--- src/rtl/wavetable_tone_player.sv ---
`default_nettype none
// ============================================================================
// Module   : wavetable_tone_player
// Desc     : Reader side of a 32-entry, 6-bit sine wavetable ROM. A phase
//            accumulator steps the ROM address at a note-dependent rate, the
//            returned sample is latched once per PWM period and rendered as a
//            1-bit PWM audio stream.
// Options  : WAVETABLE_ENVELOPE_EN - when defined, adds a 4-bit decaying
//            gain applied to every latched sample; a note ends when the gain
//            reaches zero. When undefined, samples pass unscaled and a note
//            sustains until released.
// Revision : 1.0 - initial release
// ============================================================================
module wavetable_tone_player #(
    parameter int ACC_W       = 24,
    parameter int PWM_W       = 6,
    parameter int DECAY_TICKS = 512
) (
    input  logic             clk,
    input  logic             reset,
    input  logic             note_on,
    input  logic             note_off,
    input  logic [ACC_W-1:0] phase_inc,
    output logic [4:0]       rom_addr,
    input  logic [PWM_W-1:0] rom_data,
    output logic [PWM_W-1:0] sample_out,
    output logic             sample_tick,
    output logic             audio_pwm,
    output logic             busy
);

    typedef enum logic [1:0] {
        ST_IDLE    = 2'd0,
        ST_PLAY    = 2'd1,
        ST_RELEASE = 2'd2
    } state_t;

    state_t             r_state;
    state_t             w_next_state;

    logic [PWM_W-1:0]   r_pwm_cnt;
    logic [ACC_W-1:0]   r_acc;
    logic [ACC_W-1:0]   r_inc;
    logic [4:0]         r_rom_addr;
    logic [PWM_W-1:0]   r_sample;
    logic               r_sample_tick;
    logic               r_audio_pwm;

    logic               w_tick;
    logic [ACC_W:0]     w_sum;
    logic               w_carry;
    logic               w_accept;
    logic               w_load_inc;
    logic               w_clear_acc;
    logic               w_to_idle;
    logic               w_env_done;
    logic [PWM_W-1:0]   w_scaled;

    // A zero decay period has no meaning; the envelope needs at least one
    // sample tick per gain step.
    if (DECAY_TICKS < 1) begin : g_decay_ticks_invalid
    end

    // One sample per PWM period, only while a note is sounding.
    assign w_tick   = (r_pwm_cnt == {PWM_W{1'b1}}) && (r_state != ST_IDLE);

    // Carry out of the top accumulator bit marks the address wrapping to 0.
    assign w_sum    = {1'b0, r_acc} + {1'b0, r_inc};
    assign w_carry  = w_sum[ACC_W];

    // A zero increment would never advance, so such note_on pulses are ignored.
    assign w_accept = note_on && (phase_inc != '0);

`ifdef WAVETABLE_ENVELOPE_EN
    localparam int DCNT_W = $clog2(DECAY_TICKS + 1);

    logic [3:0]        r_gain;
    logic [DCNT_W-1:0] r_dcnt;
    logic              w_step_gain;

    assign w_step_gain = w_tick && (r_dcnt == DCNT_W'(DECAY_TICKS - 1));
    // The last gain step from 1 to 0 silences the note.
    assign w_env_done  = w_step_gain && (r_gain == 4'd1);
    // 10-bit product, keep the upper PWM_W bits (divide by 16).
    assign w_scaled    = PWM_W'(({4'd0, rom_data} * {{PWM_W{1'b0}}, r_gain}) >> 4);

    // Gain envelope: full scale on every accepted note, decays per tick block.
    always_ff @(posedge clk) begin
        if (reset) begin
            r_gain <= 4'd0;
            r_dcnt <= '0;
        end else if (w_load_inc) begin
            r_gain <= 4'd15;
            r_dcnt <= '0;
        end else if (w_tick) begin
            if (w_step_gain) begin
                r_dcnt <= '0;
                r_gain <= r_gain - 4'd1;
            end else begin
                r_dcnt <= r_dcnt + 1'b1;
            end
        end
    end
`else
    assign w_env_done = 1'b0;
    assign w_scaled   = rom_data;
`endif

    // Note-control state register.
    always_ff @(posedge clk) begin
        if (reset) begin
            r_state <= ST_IDLE;
        end else begin
            r_state <= w_next_state;
        end
    end

    // Next state and datapath control strobes; note_on always beats note_off.
    always_comb begin
        w_next_state = r_state;
        w_load_inc   = 1'b0;
        w_clear_acc  = 1'b0;
        w_to_idle    = 1'b0;
        case (r_state)
            ST_IDLE: begin
                if (w_accept) begin
                    w_next_state = ST_PLAY;
                    w_load_inc   = 1'b1;
                    w_clear_acc  = 1'b1;
                end
            end
            ST_PLAY: begin
                if (note_on) begin
                    w_load_inc = w_accept;
                end else if (note_off) begin
                    w_next_state = ST_RELEASE;
                end
            end
            ST_RELEASE: begin
                if (w_accept) begin
                    w_next_state = ST_PLAY;
                    w_load_inc   = 1'b1;
                end else if (w_tick && w_carry) begin
                    w_next_state = ST_IDLE;
                    w_to_idle    = 1'b1;
                end
            end
            default: begin
                w_next_state = ST_IDLE;
                w_to_idle    = 1'b1;
            end
        endcase
        if (w_env_done && !w_accept) begin
            w_next_state = ST_IDLE;
            w_to_idle    = 1'b1;
        end
    end

    // Phase accumulator, sample latch, ROM address and PWM rendering.
    always_ff @(posedge clk) begin
        if (reset) begin
            r_pwm_cnt     <= '0;
            r_acc         <= '0;
            r_inc         <= '0;
            r_rom_addr    <= '0;
            r_sample      <= '0;
            r_sample_tick <= 1'b0;
            r_audio_pwm   <= 1'b0;
        end else begin
            r_pwm_cnt     <= r_pwm_cnt + 1'b1;
            r_sample_tick <= w_tick;
            r_rom_addr    <= r_acc[ACC_W-1 -: 5];
            r_audio_pwm   <= (r_state != ST_IDLE) && (r_pwm_cnt < r_sample);

            if (w_load_inc) begin
                r_inc <= phase_inc;
            end

            if (w_to_idle || w_clear_acc) begin
                r_acc <= '0;
            end else if (w_tick) begin
                r_acc <= w_sum[ACC_W-1:0];
            end

            if (w_to_idle) begin
                r_sample <= '0;
            end else if (w_tick) begin
                r_sample <= w_scaled;
            end
        end
    end

    assign rom_addr    = r_rom_addr;
    assign sample_out  = r_sample;
    assign sample_tick = r_sample_tick;
    assign audio_pwm   = r_audio_pwm;
    assign busy        = (r_state != ST_IDLE);

endmodule
`default_nettype wire
--- config.mk ---
export PLATFORM = sky130hd
export DESIGN_NAME = wavetable_tone_player
export DESIGN_NICKNAME = d
export VERILOG_FILES = /design/src/rtl/wavetable_tone_player.sv
export SDC_FILE = /design/constraint.sdc
export NUM_CORES = 1
export LEC_CHECK = 0
export ABC_AREA = 1
export BUFFER_PORTS_ARGS = -buffer_cell sky130_fd_sc_hd__buf_4
export CAP_MARGIN = 20
export CORE_MARGIN = 2
export CORE_UTILIZATION = 35
export CTS_CLUSTER_DIAMETER = 150
export DETAILED_ROUTE_END_ITERATION = 10
export SYNTH_ARGS = -nofsm -noshare
export SYNTH_HDL_FRONTEND = slang
export SYNTH_SLANG_ARGS = --single-unit
export TNS_END_PERCENT = 10
--- constraint.sdc ---
create_clock -name clk -period 5.25 [get_ports clk]
set_clock_uncertainty 0.1 [all_clocks]
set_input_delay 0.7875 -clock clk [delete_from_list [all_inputs] [get_ports clk]]
set_output_delay 0.7875 -clock clk [all_outputs]
set_load 0.005 [all_outputs]
==> summary.txt <==
Cells and area
  • Fin cells: 919
  • Fill cells: 1365
  • Final nets: 808
  • ANT cells: 0
  • Area of the multi-input gates: 2650 um^2
  • Final Cell Area: 5270 um^2
  • Sequential Area: 1380 um^2
  • Layout area overhead: 17.8%
  • Layout cells sized above 1: 0.137

CTS
  • Max clock buf depth: 2
  • Setup Buffers After CTS: 0
  • Reg clk slew, reported paths: 0.06 ns
  • CTS sink cnt: 69
  • Total CTS buffers: 9
  • Root Driver: clkbuf_16
  • CTS Hold Bufs: 0
  • CTS tree: yes
  • Post-CTS Resized: 0
  • Clock Latency Late Sink: 0.34 ns
  • CTS H-tree lvls: 3

Critical path
  • Top delay family on crit path: simple AND/OR/NAND/NOR gates
  • Worst path cell trace: ha_1 -> nand2_1 -> nor2_1 -> nand2_1 -> clkinv_1 -> nand3_2 -> inv_2 -> nand3_4 -> nand3_4 -> a21oi_1
  • CP Buf/Inv Count: 2
  • Worst path max stage delay: 0.73 ns
  • CP Capture Type: flip-flop
  • CP max FO: 42
  • Worst reg2reg setup slack: 2.40 ns
  • Crit path max-delay cell type: inv_2
  • Critical path type: reg -> reg
  • Worst Path Required: 5.36 ns
  • CP arrival: 2.97 ns
  • FF-to-FF path depth: 10
  • Critical path origin: r_pwm_cnt[0]$_SDFF_PP0_
  • Startpoint class of the critical path: flip-flop
  • Worst reg2reg endpoint: r_acc[4]$_SDFFE_PP0P_
  • R2r startpoint: r_pwm_cnt[0]$_SDFF_PP0_

Yosys
  • Leading area contributor after synthesis: dfxtp_1
  • Xor/xnor cell area share of the yosys netlist: 0.00979
  • Library cells used by synthesis: 37
  • Post-synth net total: 767
  • Synth Area in Adders: 0.0884
  • Seq/Total Area, Yosys: 0.309
  • Largest family of logic cells by synthesized area: simple AND/OR/NAND/NOR gates
  • Post-synthesis mux area share: 0
  • Synth Warn #: 0
  • Top-area cell type share of the netlist area: 0.309
  • Compound-cell area share of the yosys netlist: 0.0985
  • Synth Instances: 702
  • Yosys reg bits: 69
  • Syn avg cell area: 6.37 um^2
  • Synthesized cell area: 4470 um^2
  • Synth area leaders: dfxtp_1 31%, nand2_1 19%, ha_1 8.4%
  • Simple-gate share of the synthesized area: 0.396

Hold path
  • WHS Path Cells: 2
  • Worst hold-check path type: reg -> reg
  • Hold_sp: r_inc[13]$_SDFFE_PP0P_
  • Worst hold endpoint: r_inc[13]$_SDFFE_PP0P_

Floorplanning
  • Die Area: 13700 um^2
  • Cell Rows: 41
  • Die Ht: 117 um
  • Starting density of the core: 0.356
  • Total I/O pin count: 48
  • Core area: 12600 um^2
  • Die Span X: 117 um

Route
  • DRT Wirelength: 11400 um
  • Routed vias/inst: 4.66
  • Drt initial violations: 169
  • Pre-antenna DRT Iters: 4
  • Wire length per cell: 12.4 um
  • DR DRC count: 0
  • Final antenna-violating net count: 0
  • Vias: 4282

Power
  • Worst vdd ir: 0.000129 V
  • Seq pwr share: 0.412
  • Power share of the combinational group: 0.079
  • PwrDens: 252 nW/um^2
  • Net Sw Frac: 0.239
  • Clock power share: 0.508
  • Leak: 2.52 nW
  • NetSw: 0.317 mW
  • P_int: 1.01 mW

STA
  • Period utilisation layout: 0.543
  • Fin Hold WS: 0.366 ns
  • Final WS setup: 2.40 ns
  • Fin. Hold Viols: 0
  • Max Freq: 0.350 GHz
  • Tmin final: 2.85 ns
  • Max Transition Viols Final: 0
  • Setup_tns: 0 ns
  • RSZ-0062 raised after global routing: false
  • Slew headroom: 0.360
  • Final setup fails: 0
  • Worst Max-Slew Pin Slew: 0.958 ns

GRT
  • GRT overflow: 0
  • Total GRT Usage: 0.178
  • Maximum number of pins on one net before global-route repair: 43
  • Initial antenna violation count: 0
  • Vias in the first global route: 4085
  • First-pass GRT wire length: 18800 um

Placement
  • Placed cell areas: 4950 um^2
  • Place WS: 2.08 ns
  • Dpl hpwl: 8590 um
  • Port Buf Inserts: 47
  • Routability cong.: 0.821
  • Inst Count DP: 904

Run
  • Max-cap violations: 0

Status
  • Status: finished, final reports clean
[cell families (layout without fill, tap and decap cells)]
| group | count (synthesis) | count (layout) |
|---|---|---|
| compound gates | 82 | 82 |
| simple gates | 406 | 406 |
| flops | 69 | 69 |
| xor+xnor | 5 | 5 |
| buf+inv | 109 | 154 |
| fa+ha+maj | 31 | 31 |
[registers in the layout, indices dropped and copies added, names as in the netlist]
register     cells
audio_pwm        1
r_acc           24
r_inc           24
r_pwm_cnt        6
r_state          2
rom_addr         5
sample_out       6
sample_tick      1
[worst reg2reg max path, delay by kind of cell, from the launching register on]
family	cells	cell delay, ns
adder cells (fa/ha/maj)	1	0.18
buffers and inverters	2	0.80
AO/OA/AOI/OAI	1	0.09
AND/OR/NAND/NOR	6	1.20
flip-flops	1	0.37
[power by group through the flow]
stage          Sequential (mW)  Combinational, mW  Clock [mW]
2_1_floorplan            0.555             0.0683           0
3_3_place_gp             0.558              0.105           0
3_5_place_dp             0.559              0.106           0
4_1_cts                  0.547              0.106       0.683
5_1_grt                  0.549              0.119       0.707
6_report                 0.547              0.105       0.674
[per-stage QoR]
step           total power, mW   util
2_1_floorplan            0.623      -
6_report                  1.33  0.419
4_1_cts                   1.34  0.419
3_3_place_gp             0.663  0.394
3_5_place_dp             0.664  0.394
5_1_grt                   1.37  0.419
[area by class of cell]
class | count | area share
clock buffers | 10 | 0.0454
clock inverters | 5 | 0.0157
inverters | 92 | 0.0655
multi-input cells | 524 | 0.503
flip-flops and latches | 69 | 0.262
well taps | 172 | 0.0408
repair buffers | 47 | 0.0670
[synth_stat cells, drive strengths merged]
master	number
o22ai	2
nor3	2
nand2	227
nor2	88
a31oi	1
o21ai	8
xor2	3
clkinv	1
o2111ai	1
nand3b	2
clkbuf	10
xnor2	2
buf	7
ha	30
fa	1
a21o	2
nor3b	2
and2	4
or2	11
nand3	59
nand4	11
dfxtp	69
o21bai	2
inv	91
o21a	1
a21boi	1
a21oi	64
[placed cells by master (no fill, tap or decap), drive strengths merged]
master / instances
o22ai: 2
or2: 11
nand3: 59
nand4: 11
clkbuf: 10
ha: 30
bufinv: 2
clkinv: 2
dfxtp: 69
fa: 1
nor2: 88
xor2: 3
nor3: 2
o2111ai: 1
buf: 47
o21bai: 2
o21ai: 8
a21o: 2
nand2: 227
and2: 4
a31oi: 1
nor3b: 2
xnor2: 2
inv: 93
a21boi: 1
a21oi: 64
o21a: 1
nand3b: 2
[worst max path at each step]
| stage | to | slack [ns] | cells past startpoint |
|---|---|---|---|
| 6_report | r_acc[4]$_SDFFE_PP0P_ | 2.40 | 10 |
| 3_3_place_gp | r_inc[17]$_SDFFE_PP0P_ | 2.11 | 10 |
| 5_1_grt | r_acc[4]$_SDFFE_PP0P_ | 2.12 | 10 |
| 4_1_cts | r_acc[4]$_SDFFE_PP0P_ | 2.36 | 10 |
| 2_1_floorplan | r_acc[11]$_SDFFE_PP0P_ | 3.24 | 12 |
| 3_5_place_dp | r_inc[0]$_SDFFE_PP0P_ | 2.08 | 10 |
[routing by layer]
layer | vias to the layer above | share of wire | global-route usage
met3 | 17 | 0.028 | 0.0263
met1 | 1905 | 0.47 | 0.219
met2 | 51 | 0.48 | 0.308
met4 | 0 | 0.026 | 0.0808
li1 | 2309 | - | -
met5 | - | 0 | 0
(Power assumes the default switching activity.)
